<file path="src/rtl/button_event_pkg.sv">
`default_nettype none
// ============================================================================
// Module      : btn_pkg
// Description : Shared types and defaults for the button event detector:
//               FSM state encoding, default hold/repeat periods and the
//               press counter width.
// Revision    : 1.0 - initial release
// ============================================================================
package btn_pkg;

  typedef enum logic [1:0] {
    IDLE = 2'd0,
    HELD = 2'd1,
    LONG = 2'd2
  } btn_state_t;

  localparam int unsigned c_long_cycles_dflt   = 50_000_000;
  localparam int unsigned c_repeat_cycles_dflt = 10_000_000;
  localparam int unsigned c_count_w            = 8;

  // Larger of two unsigned values, used to size the shared hold timer.
  function automatic int unsigned max_u(input int unsigned a, input int unsigned b);
    return (a > b) ? a : b;
  endfunction

endpackage
`default_nettype wire

</file>
<file path="src/rtl/button_event_if.sv">
`default_nettype none
// ============================================================================
// Module      : button_event_if
// Description : Button level in, event strobes / status / press count out.
//               master = button source and event consumer, slave = detector.
// Revision    : 1.0 - initial release
// ============================================================================
interface button_event_if;
  import btn_pkg::*;

  logic                 btn_level;
  logic                 press_pulse;
  logic                 release_pulse;
  logic                 long_pulse;
  logic                 repeat_pulse;
  logic                 held;
  logic [c_count_w-1:0] press_count;

  modport master (
    output btn_level,
    input  press_pulse, release_pulse, long_pulse, repeat_pulse, held, press_count
  );

  modport slave (
    input  btn_level,
    output press_pulse, release_pulse, long_pulse, repeat_pulse, held, press_count
  );

endinterface
`default_nettype wire

</file>
<file path="src/rtl/button_event_hold_timer.sv">
`default_nettype none
// ============================================================================
// Module      : hold_timer
// Description : Cycle counter with synchronous clear and enable. at_limit
//               flags count == limit; an enabled cycle at the limit wraps the
//               count back to 0, so the count never passes limit.
// Revision    : 1.0 - initial release
// ============================================================================
module hold_timer #(
  parameter int unsigned WIDTH = 1
) (
  input  wire logic             clk,
  input  wire logic             rst_n,
  input  wire logic             clear,
  input  wire logic             enable,
  input  wire logic [WIDTH-1:0] limit,
  output logic                  at_limit
);

  logic [WIDTH-1:0] r_count;

  assign at_limit = (r_count == limit);

  // Count enabled cycles; clear has priority, terminal count wraps to zero.
  always_ff @(posedge clk or negedge rst_n) begin
    if (!rst_n) begin
      r_count <= '0;
    end else if (clear) begin
      r_count <= '0;
    end else if (enable) begin
      r_count <= at_limit ? '0 : r_count + WIDTH'(1);
    end
  end

endmodule
`default_nettype wire

</file>
<file path="src/rtl/button_event.sv">
`default_nettype none
// ============================================================================
// Module      : button_event
// Description : Turns a debounced button level into registered one-cycle
//               press / release / long-press / auto-repeat strobes, a held
//               flag and a wrapping press counter.
// Revision    : 1.0 - initial release
// ============================================================================
module button_event
  import btn_pkg::*;
#(
  parameter int unsigned LONG_CYCLES   = c_long_cycles_dflt,
  parameter int unsigned REPEAT_CYCLES = c_repeat_cycles_dflt
) (
  input  wire logic     clk,
  input  wire logic     rst_n,
  button_event_if.slave bus
);

  // One timer serves both thresholds, so size it for the larger one.
  localparam int unsigned c_max_cycles = max_u(LONG_CYCLES, REPEAT_CYCLES);
  localparam int unsigned c_timer_w    = (c_max_cycles <= 2) ? 1 : $clog2(c_max_cycles);
  localparam bit          c_repeat_en  = (REPEAT_CYCLES != 0);
  localparam logic [c_timer_w-1:0] c_long_lim = c_timer_w'(LONG_CYCLES - 1);
  localparam logic [c_timer_w-1:0] c_rep_lim  = c_timer_w'(c_repeat_en ? REPEAT_CYCLES - 1 : 0);

  btn_state_t           r_state;
  btn_state_t           w_state_nxt;
  logic                 w_press_nxt;
  logic                 w_release_nxt;
  logic                 w_long_nxt;
  logic                 w_repeat_nxt;
  logic                 w_tmr_clear;
  logic                 w_tmr_enable;
  logic [c_timer_w-1:0] w_tmr_limit;
  logic                 w_tmr_at_limit;

  logic                 r_press;
  logic                 r_release;
  logic                 r_long;
  logic                 r_repeat;
  logic                 r_held;
  logic [c_count_w-1:0] r_count;

  hold_timer #(
    .WIDTH (c_timer_w)
  ) u_hold_timer (
    .clk      (clk),
    .rst_n    (rst_n),
    .clear    (w_tmr_clear),
    .enable   (w_tmr_enable),
    .limit    (w_tmr_limit),
    .at_limit (w_tmr_at_limit)
  );

  // Next state, next strobes and timer control; a sampled release always
  // takes precedence over a threshold hit in the same cycle.
  always_comb begin
    w_state_nxt   = r_state;
    w_press_nxt   = 1'b0;
    w_release_nxt = 1'b0;
    w_long_nxt    = 1'b0;
    w_repeat_nxt  = 1'b0;
    w_tmr_clear   = 1'b0;
    w_tmr_enable  = 1'b0;
    w_tmr_limit   = c_long_lim;
    case (r_state)
      IDLE: begin
        if (bus.btn_level) begin
          w_state_nxt = HELD;
          w_press_nxt = 1'b1;
          w_tmr_clear = 1'b1;
        end
      end
      HELD: begin
        if (!bus.btn_level) begin
          w_state_nxt   = IDLE;
          w_release_nxt = 1'b1;
          w_tmr_clear   = 1'b1;
        end else begin
          w_tmr_enable = 1'b1;
          w_tmr_limit  = c_long_lim;
          if (w_tmr_at_limit) begin
            w_state_nxt = LONG;
            w_long_nxt  = 1'b1;
          end
        end
      end
      LONG: begin
        if (!bus.btn_level) begin
          w_state_nxt   = IDLE;
          w_release_nxt = 1'b1;
          w_tmr_clear   = 1'b1;
        end else if (c_repeat_en) begin
          w_tmr_enable = 1'b1;
          w_tmr_limit  = c_rep_lim;
          w_repeat_nxt = w_tmr_at_limit;
        end
      end
      default: begin
        w_state_nxt = IDLE;
        w_tmr_clear = 1'b1;
      end
    endcase
  end

  // State register plus registered outputs so every strobe lands one cycle
  // after the edge that sampled its cause.
  always_ff @(posedge clk or negedge rst_n) begin
    if (!rst_n) begin
      r_state   <= IDLE;
      r_press   <= 1'b0;
      r_release <= 1'b0;
      r_long    <= 1'b0;
      r_repeat  <= 1'b0;
      r_held    <= 1'b0;
      r_count   <= '0;
    end else begin
      r_state   <= w_state_nxt;
      r_press   <= w_press_nxt;
      r_release <= w_release_nxt;
      r_long    <= w_long_nxt;
      r_repeat  <= w_repeat_nxt;
      r_held    <= (w_state_nxt != IDLE);
      if (w_press_nxt) begin
        r_count <= r_count + c_count_w'(1);
      end
    end
  end

  assign bus.press_pulse   = r_press;
  assign bus.release_pulse = r_release;
  assign bus.long_pulse    = r_long;
  assign bus.repeat_pulse  = r_repeat;
  assign bus.held          = r_held;
  assign bus.press_count   = r_count;

endmodule
`default_nettype wire

</file>
<file path="src/flat_wrapper.sv">
// flat-port wrapper written by rule: the top's interface ports become plain ports
module button_event_flat import btn_pkg::*;
#(
  parameter int unsigned LONG_CYCLES   = c_long_cycles_dflt,
  parameter int unsigned REPEAT_CYCLES = c_repeat_cycles_dflt
)
  (clk, rst_n, bus_btn_level, bus_press_pulse, bus_release_pulse, bus_long_pulse, bus_repeat_pulse, bus_held, bus_press_count);
  button_event_if bus_i ();
  input  wire logic clk;
  input  wire logic rst_n;
  input wire logic [$bits(bus_i.btn_level)-1:0] bus_btn_level;
  output wire logic [$bits(bus_i.press_pulse)-1:0] bus_press_pulse;
  output wire logic [$bits(bus_i.release_pulse)-1:0] bus_release_pulse;
  output wire logic [$bits(bus_i.long_pulse)-1:0] bus_long_pulse;
  output wire logic [$bits(bus_i.repeat_pulse)-1:0] bus_repeat_pulse;
  output wire logic [$bits(bus_i.held)-1:0] bus_held;
  output wire logic [$bits(bus_i.press_count)-1:0] bus_press_count;
  assign bus_i.btn_level = bus_btn_level;
  assign bus_press_pulse = bus_i.press_pulse;
  assign bus_release_pulse = bus_i.release_pulse;
  assign bus_long_pulse = bus_i.long_pulse;
  assign bus_repeat_pulse = bus_i.repeat_pulse;
  assign bus_held = bus_i.held;
  assign bus_press_count = bus_i.press_count;
  button_event #(.LONG_CYCLES(LONG_CYCLES), .REPEAT_CYCLES(REPEAT_CYCLES)) u_core (.clk(clk), .rst_n(rst_n), .bus(bus_i));
endmodule
</file>
<file path="config.mk">
export PLATFORM = sky130hd
export DESIGN_NAME = button_event_flat
export DESIGN_NICKNAME = d
export VERILOG_FILES = /design/src/rtl/button_event_pkg.sv /design/src/rtl/button_event_if.sv /design/src/rtl/button_event_hold_timer.sv /design/src/rtl/button_event.sv /design/src/flat_wrapper.sv
export SDC_FILE = /design/constraint.sdc
export NUM_CORES = 1
export LEC_CHECK = 0
export ABC_AREA = 1
export BUFFER_PORTS_ARGS = -buffer_cell sky130_fd_sc_hd__buf_2
export CORE_ASPECT_RATIO = 1.2
export CORE_MARGIN = 2
export CORE_UTILIZATION = 50
export DETAILED_ROUTE_END_ITERATION = 10
export GPL_ROUTABILITY_DRIVEN = 0
export GPL_TIMING_DRIVEN = 0
export PLACE_DENSITY = 0.68
export SLEW_MARGIN = 5
export SYNTH_ARGS = -nofsm -noshare
export SYNTH_HDL_FRONTEND = slang
export SYNTH_SLANG_ARGS = --single-unit
export TNS_END_PERCENT = 10
</file>
<file path="constraint.sdc">
create_clock -name clk -period 2.65 [get_ports clk]
set_input_delay 0.265 -clock clk [delete_from_list [all_inputs] [get_ports clk]]
set_output_delay 0.265 -clock clk [all_outputs]
set_load 0.01 [all_outputs]
</file>
==> out/results.ini, run 1 <==
[status]
outcome=finished clean

[setup_path]
required_ns=2.88
worst_ep_arrival_time_ns=2.42
crit_path_max_fanout=10
endpoint_kind=flop
cp-start-kind=flop
crit_type=reg2reg

[logic_synthesis]
synth_most_common_cell=nand2_1
avgSynthCellArea_um2=7.159
yosysWarnings=0
ys_types=26
async_reset_ff_share_pct=100.0
synth_cells=359
synth_seq_cells=41
syn_nets=368
dominantRegCellSynth=dfrtp_1
synthTopCellsByArea=dfrtp_1, nand2_1, nor2_1
yosysSeqAreaShare_pct=39.92
synthDominantCellAreaShare_pct=39.92
synth_edf_count=0
synth_common_cells=nand2_1, nor2_1, inv_1
synth_largest_area_cell=dfrtp_1
synth_area_um2=2570

[timing]
slew_viol_final=0
fin_tns_setup_ns=0
finalHoldViolCount=0
worstMarginPinSlew_ns=0.8876
period_share_pct=82.71
finalSetupViolCount=0
final.setup_skew_ns=0.003349
rsz0062_at_grt=no
relSlewSlack_pct=40.83
fmax_mhz=456.2
whs_ns=0.08699
finalCriticalPeriod_ns=2.192

[clocking]
ctsHoldBuffers=0
tritoncts=yes
insertion_delay_ns=0.29
cts.repair.resized=0
numCtsBuffers=5
clock-root-buffer=clkbuf_8
htree_levels=2
cts_setup_buffers=0
clkSinkCount=41
ctsLongestPathBuffers=2
path_clk_slew_ns=0.08

[power]
leakagePower_nw=1.384
pwr-share-clk_pct=23.2
pwr-share-seq_pct=45.3
comb_power_share_pct=31.5
sw_frac_of_total_pct=37.49
power.switching_uw=657.0
intPower_mw=1.095
p_per_area_nw_per_um2=624.1
vdd_drop_max_mv=0.4111

[final_layout]
n_fill_cell=462
nets=390
drive_gt1_share_pct=10.73
diodes=0
areaGrowthSynthToFinish_pct=9.250
fin_util_pct=56.84

[die]
die_h_um=82.54
dieArea_um2=5732
num_rows=28
start_util_pct=52.03
design.core.area_um2=4940
pin_count=16
dieWidth_um=69.45

[route]
drc=0
routed_wl_mm=5.611
vias_per_cell=5.093
drt_iter0_markers=256
drt_first_pass_iters=4
vias=2251
routedWlPerCell_um=12.69
ant_nets=0

[place]
hpwl_mm=4.199
port_buffers=15

[global_routing]
track_usage_pct=20.89
grt_pass1_vias=1991
grt-ovfl-total=0
grt_start_max_net_pins=42
grt_pass1_wl_mm=9.356
antenna_found_initial=0

[run]
drv_cap=0

[min_path]
min_path_type=in2async

-- kinds of logic after synthesis --
| group | synth area share (%) |
|---|---|
| adders and majority gates | 2.921 |
| buffers and inverters | 9.980 |
| xor gates and xnor gates | 7.497 |
| DFF | 39.92 |
| and+or+nand+nor | 36.32 |
| AOI/OAI and AO/OA | 3.359 |
-- placed cells by master, fill, tap and decap left out, types with 4 or more instances in the layout --
| cell type | instances |
|---|---|
| nand2_1 | 94 |
| nor2_1 | 52 |
| inv_1 | 50 |
| dfrtp_1 | 41 |
| nand3_1 | 25 |
| buf_2 | 20 |
| xor2_1 | 18 |
| nor3_1 | 14 |
| o21ai_0 | 13 |
| nand4_1 | 13 |
| clkbuf_8 | 6 |
| ha_1 | 6 |
| xnor2_1 | 4 |
-- power by group through the flow --
| stage | Sequential (mW) | Combinational, mW | Clock, mW |
|---|---|---|---|
| 2_1_floorplan | 0.826 | 0.353 | 0 |
| 4_1_cts | 0.795 | 0.560 | 0.423 |
| 5_1_grt | 0.808 | 0.634 | 0.446 |
| 6_report | 0.794 | 0.552 | 0.406 |
| 3_3_place_gp | 0.804 | 0.554 | 0 |
| 3_5_place_dp | 0.805 | 0.558 | 0 |
-- metal layers --
layer / track usage (%) / share of wire [%]
met3: 3.883 / 4.6
met4: 8.431 / 2.4
met2: 35.96 / 48
met5: 0 / 0
met1: 26.21 / 45
-- area by class of cell --
cell class                 instances  area [um2]  area share, %
multi-input combinational        256        1287          45.86
sequential                        41        1026          36.54
inverter                          53       198.9          7.086
timing repair buffer              15       75.07          2.674
tap                               60       75.07          2.674
clock buffer                       6       72.57          2.585
buffer                             9       57.56          2.050
clock inverter                     2       15.01         0.5348
-- flip-flops by register name, indices dropped and copies added, names as in the netlist --
register                     flops
u_core.bus.release_pulse         1
u_core.u_hold_timer.r_count     26
u_core.bus.long_pulse            1
u_core.bus.press_count           8
u_core.r_state                   2
u_core.bus.repeat_pulse          1
u_core.bus.held                  1
u_core.bus.press_pulse           1
-- stage by stage --
stage	cells	power, mW	setup slack, ns	cell area (um2)
detailed placement	434	1.363	0.4711	2720
global route	442	1.888	0.2206	2808
global placement	434	1.358	0.4796	2720
finish	442	1.752	0.4582	2808
CTS	442	1.778	0.4604	2808
floorplan	359	1.179	0.9366	2570
-- worst max-delay path, stage by stage, from the launching register on --
cell and delay [ns]:
dfrtp_1 0.42, inv_1 0.08, ha_1 0.22, nand2_2 0.11, clkinv_1 0.29, nand3_1 0.16, nand2_1 0.11, nand3b_1 0.17
nand2_1 0.09, nand2_2 0.14, inv_2 0.06, clkbuf_8 0.17, nor2_1 0.10
-- final timing paths --
| check | from | end | slack [ns] | cells past startpoint |
|---|---|---|---|---|
| setup / recovery | u_core.r_state[0] | u_core.u_hold_timer.r_count[6] | 0.46 | 12 |
| hold / removal | rst_n | u_core.r_state[0] | 0.09 | 1 |
| setup reg to reg | u_core.r_state[0] | u_core.u_hold_timer.r_count[6] | 0.46 | 12 |
| hold reg to reg | u_core.bus.press_count[7] | u_core.bus.press_count[7] | 0.47 | 1 |
| max in group asynchronous | rst_n | u_core.u_hold_timer.r_count[4] | 2.01 | 1 |
| min in group clk | bus_btn_level | u_core.bus.release_pulse | 0.28 | 2 |
Power figures use the tool's default switching activity.
==> run 2: changes to the inputs <==
==> constraint.sdc (replaced) <==
create_clock -name clk -period 2.2 [get_ports clk]
set_input_delay 0.22 -clock clk [delete_from_list [all_inputs] [get_ports clk]]
set_output_delay 0.22 -clock clk [all_outputs]
set_load 0.01 [all_outputs]
==> out/results.ini, run 2 (same netlist as run 1, synthesis figures left out) <==
[status]
outcome=finished clean

[global_routing]
antenna_found_initial=0
grt_pass1_wl_mm=9.356
grt_pass1_vias=1991
grt_use_met2_pct=35.96
busiest_layer=met2
grt_start_max_net_pins=42
grt_use_met3_pct=3.883
grt-ovfl-total=0
track_usage_pct=20.89
use_met1_pct=26.21

[place]
dp_cells=434
hpwl_mm=4.199
port_buffers=15
dpl_cell_area_um2=2720
detailedPlace.worstSlack_ns=0.02106

[die]
design.core.area_um2=4940
die_h_um=82.54
num_rows=28
dieArea_um2=5732
start_util_pct=52.03
dieWidth_um=69.45
pin_count=16

[final_layout]
largest_reg_flops=26
diodes=0
drive_gt1_share_pct=11.92
final_cell_mix=nand2_1, nor2_1, inv_1, dfrtp_1, nand3_1
nets=394
fin_area_um2=2844
areaGrowthSynthToFinish_pct=10.66
fin_util_pct=57.57
regMostFlops=u_core.u_hold_timer.r_count
final_cells=446
mostFrequentLayoutCell=nand2_1

[clocking]
clkSinkCount=41
tritoncts=yes
htree_levels=2
ctsLongestPathBuffers=2
insertion_delay_ns=0.29
numCtsBuffers=5
clock-root-buffer=clkbuf_8
path_clk_slew_ns=0.08
ctsHoldBuffers=0

[setup_path]
reg2reg_slack_ns=0.19
endpoint_kind=flop
cp-start-kind=flop
worst_ep_arrival_time_ns=2.20
crit_path_max_fanout=10
required_ns=2.39
crit_type=reg2reg

[timing]
fin_tns_setup_ns=0
period_share_pct=91.47
rsz0062_at_grt=no
fmax_mhz=497.0
finalCriticalPeriod_ns=2.012
finalHoldViolCount=0
finalSetupViolCount=0
whs_ns=0.04349
relSlewSlack_pct=40.74
worstMarginPinSlew_ns=0.8888
final.setup_skew_ns=0.003405
fin_ws_ns=0.1877
slew_viol_final=0

[route]
drt_iter0_markers=240
routedWlPerCell_um=12.72
ant_nets=0
vias_per_cell=5.029
routed_wl_mm=5.672
vias=2243
drt_first_pass_iters=4
drc=0

[run]
drv_cap=0

[power]
leakagePower_nw=1.404
power_mw=2.135
p_per_area_nw_per_um2=750.7
vdd_drop_max_mv=0.4956

[min_path]
min_path_type=in2async

-- run 2: cell count changes in the layout (fill, tap and decap cells not counted) --
cell / before / now
buf_4: 2 / 7
clkinvlp_4: 2 / 3
clkinv_1: 2 / 1
buf_2: 20 / 19
-- run 2: layout make-up --
cell class                 instances  area (um2)
sequential                        41        1026
timing repair buffer              19       105.1
fill                             460        2096
buffer                             9       60.06
tap                               60       75.07
multi-input combinational        256        1287
clock inverter                     2       15.01
clock buffer                       6       72.57
inverter                          53       202.7
-- run 2: repair_timing --
item | 4_1_cts | 5_1_grt
setup endpoints to repair | 0 | 18
resized for setup | 0 | 3
buffers inserted | 0 | 4
-- run 2: power breakdown --
part / switching, mW / total (mW) / internal [mW]
logic: 0.439 / 0.695 / 0.256
clock network: 0.265 / 0.488 / 0.223
registers: 0.0900 / 0.952 / 0.862
total: 0.794 / 2.13 / 1.34
-- run 2: worst paths after layout --
path	start	cells past startpoint	endpoint
max reg2reg	u_core.r_state[0]	12	u_core.u_hold_timer.r_count[3]
max	u_core.r_state[0]	12	u_core.u_hold_timer.r_count[3]
max in group asynchronous	rst_n	1	u_core.u_hold_timer.r_count[4]
min reg2reg	u_core.bus.press_count[7]	1	u_core.bus.press_count[7]
min	rst_n	1	u_core.r_state[0]
min in group clk	bus_btn_level	2	u_core.bus.release_pulse
-- run 2: critical path, stage by stage (launching register included) --
cell,delay (ns)
dfrtp_1,0.38
inv_1,0.07
ha_1,0.21
nand2_2,0.14
buf_4,0.20
nand3_1,0.09
nand2_1,0.11
nand3b_1,0.16
nand2_1,0.11
nand2_2,0.11
inv_2,0.09
clkbuf_8,0.17
nor2_1,0.05
-- run 2: metal layers --
layer / vias up / part of all wire (%)
met4: 0 / 1.7
li1: 1169 / -
met3: 10 / 5.5
met1: 993 / 45
met5: - / 0
met2: 71 / 48
==> run 3: changes to the inputs <==
--- a/config.mk
+++ b/config.mk
@@ -7,13 +7,16 @@
 export LEC_CHECK = 0
 export ABC_AREA = 1
 export BUFFER_PORTS_ARGS = -buffer_cell sky130_fd_sc_hd__buf_2
+export CELL_PAD_IN_SITES_DETAIL_PLACEMENT = 0
+export CELL_PAD_IN_SITES_GLOBAL_PLACEMENT = 1
 export CORE_ASPECT_RATIO = 1.2
 export CORE_MARGIN = 2
-export CORE_UTILIZATION = 50
+export CORE_UTILIZATION = 44
 export DETAILED_ROUTE_END_ITERATION = 10
 export GPL_ROUTABILITY_DRIVEN = 0
 export GPL_TIMING_DRIVEN = 0
-export PLACE_DENSITY = 0.68
+export PLACE_DENSITY = 0.79
+export RECOVER_POWER = 25
 export SLEW_MARGIN = 5
 export SYNTH_ARGS = -nofsm -noshare
 export SYNTH_HDL_FRONTEND = slang
==> out/results.ini, run 3 (same netlist as run 1, synthesis figures left out) <==
[final_layout]
regMostFlops=u_core.u_hold_timer.r_count
nets=392
mostFrequentLayoutCell=nand2_1
final_cell_mix=nand2_1, nor2_1, inv_1, dfrtp_1, nand3_1
diodes=0
drive_gt1_share_pct=11.46
largest_reg_flops=26
fin_util_pct=50.40
areaGrowthSynthToFinish_pct=11.15

[clocking]
path_clk_slew_ns=0.09
ctsHoldBuffers=0
ctsLongestPathBuffers=2
htree_levels=2
tritoncts=yes
clkSinkCount=41
numCtsBuffers=5
insertion_delay_ns=0.29
clock-root-buffer=clkbuf_8

[die]
die_h_um=87.72
pin_count=16
num_rows=30
dieArea_um2=6471
dieWidth_um=73.77
design.core.area_um2=5668
start_util_pct=45.34

[power]
power_mw=2.155
leakagePower_nw=1.402
vdd_drop_max_mv=0.5525
p_per_area_nw_per_um2=754.4

[route]
routedWlPerCell_um=13.04
vias=2210
drt_iter0_markers=123
routed_wl_mm=6.049
vias_per_cell=4.763
drc=0
ant_nets=0
drt_first_pass_iters=4

[run]
drv_cap=0

[setup_path]
crit_path_max_fanout=10
cp-start-kind=flop
crit_chain=inv_1 -> ha_1 -> nand2_2 -> buf_6 -> nand3_1 -> nand2_1 -> nand3b_1 -> nand2_1 -> nand2_2 -> inv_2 -> clkbuf_8 -> nor2_1
max_stage_delay_ns=0.42
r2r_cells=12
endpoint_kind=flop
reg2reg_slack_ns=0.19
r2r-end=u_core.u_hold_timer.r_count[17]
required_ns=2.38
worstReg2RegStart=u_core.r_state[0]
crit_type=reg2reg
cp_slowest_cell=dfrtp_1
worst_ep_arrival_time_ns=2.19

[timing]
whs_ns=0.09378
slew_viol_final=0
fmax_mhz=496.8
worstMarginPinSlew_ns=1.041
finalHoldViolCount=0
final.setup_skew_ns=0.01161
fin_tns_setup_ns=0
finalSetupViolCount=0
rsz0062_at_grt=no
period_share_pct=91.50
relSlewSlack_pct=30.63
fin_ws_ns=0.1871
finalCriticalPeriod_ns=2.013

[global_routing]
grt_pass1_vias=2060
grt_pass1_wl_mm=10.12
track_usage_pct=20.43
grt-ovfl-total=0
antenna_found_initial=0
grt_start_max_net_pins=42

[status]
outcome=finished clean

[place]
port_buffers=15
hpwl_mm=4.496
detailedPlace.worstSlack_ns=-0.01144

[min_path]
min_path_type=in2async

[run 3: what timing repair did]
action,4_1_cts,5_1_grt
pin swaps,0,1
resized for setup,1,4
setup endpoints to repair,10,12
gates cloned,0,0
setup buffers,0,2
[run 3: through the flow]
| stage | area [um2] | cells |
|---|---|---|
| final | 2856 | 464 |
| after global placement | 2745 | 454 |
| after global routing | 2856 | 464 |
| after detailed placement | 2745 | 454 |
| after floorplan | 2570 | 359 |
| after CTS | 2834 | 462 |
[run 3: worst max-delay path, delay by kind of cell, from the launching register on]
family | cells | cell delay, ns
buffers and inverters | 4 | 0.51
adders and majority gates | 1 | 0.22
and+or+nand+nor | 7 | 0.75
DFF | 1 | 0.42
[run 3: worst max path at each step]
stage / from / end / slack [ns] / cells past startpoint
after detailed placement: u_core.r_state[0] / u_core.u_hold_timer.r_count[14] / -0.01 / 12
after CTS: u_core.r_state[0] / u_core.u_hold_timer.r_count[14] / 0.03 / 10
after floorplan: u_core.r_state[0] / u_core.u_hold_timer.r_count[17] / 0.49 / 10
final: u_core.r_state[0] / u_core.u_hold_timer.r_count[17] / 0.19 / 12
after global routing: u_core.r_state[0] / u_core.u_hold_timer.r_count[17] / 0.01 / 12
after global placement: u_core.r_state[0] / u_core.u_hold_timer.r_count[17] / 0.003 / 12
[run 3: final cells by class]
class | instances | area [um2]
clock inverter | 2 | 15.01
timing repair buffer | 17 | 90.09
inverter | 53 | 201.4
multi-input combinational | 256 | 1287
clock buffer | 6 | 72.57
sequential | 41 | 1026
fill | 596 | 2811
buffer | 9 | 63.81
tap | 80 | 100.1
[run 3: report_power, final]
| group | internal [mW] | switching, mW | leakage (nW) | total, mW |
|---|---|---|---|---|
| Combinational | 0.255 | 0.446 | 0.811 | 0.702 |
| Clock | 0.224 | 0.275 | 0.0374 | 0.499 |
| Sequential | 0.862 | 0.0925 | 0.554 | 0.955 |
| Total | 1.34 | 0.814 | 1.40 | 2.15 |
[run 3: layer usage]
| layer | track usage [%] | vias up | part of all wire [%] |
|---|---|---|---|
| li1 | - | 1163 | - |
| met2 | 33.60 | 37 | 49 |
| met5 | 0 | - | 0 |
| met4 | 6.116 | 0 | 1.2 |
| met1 | 27.69 | 1006 | 47 |
| met3 | 3.107 | 4 | 2.8 |
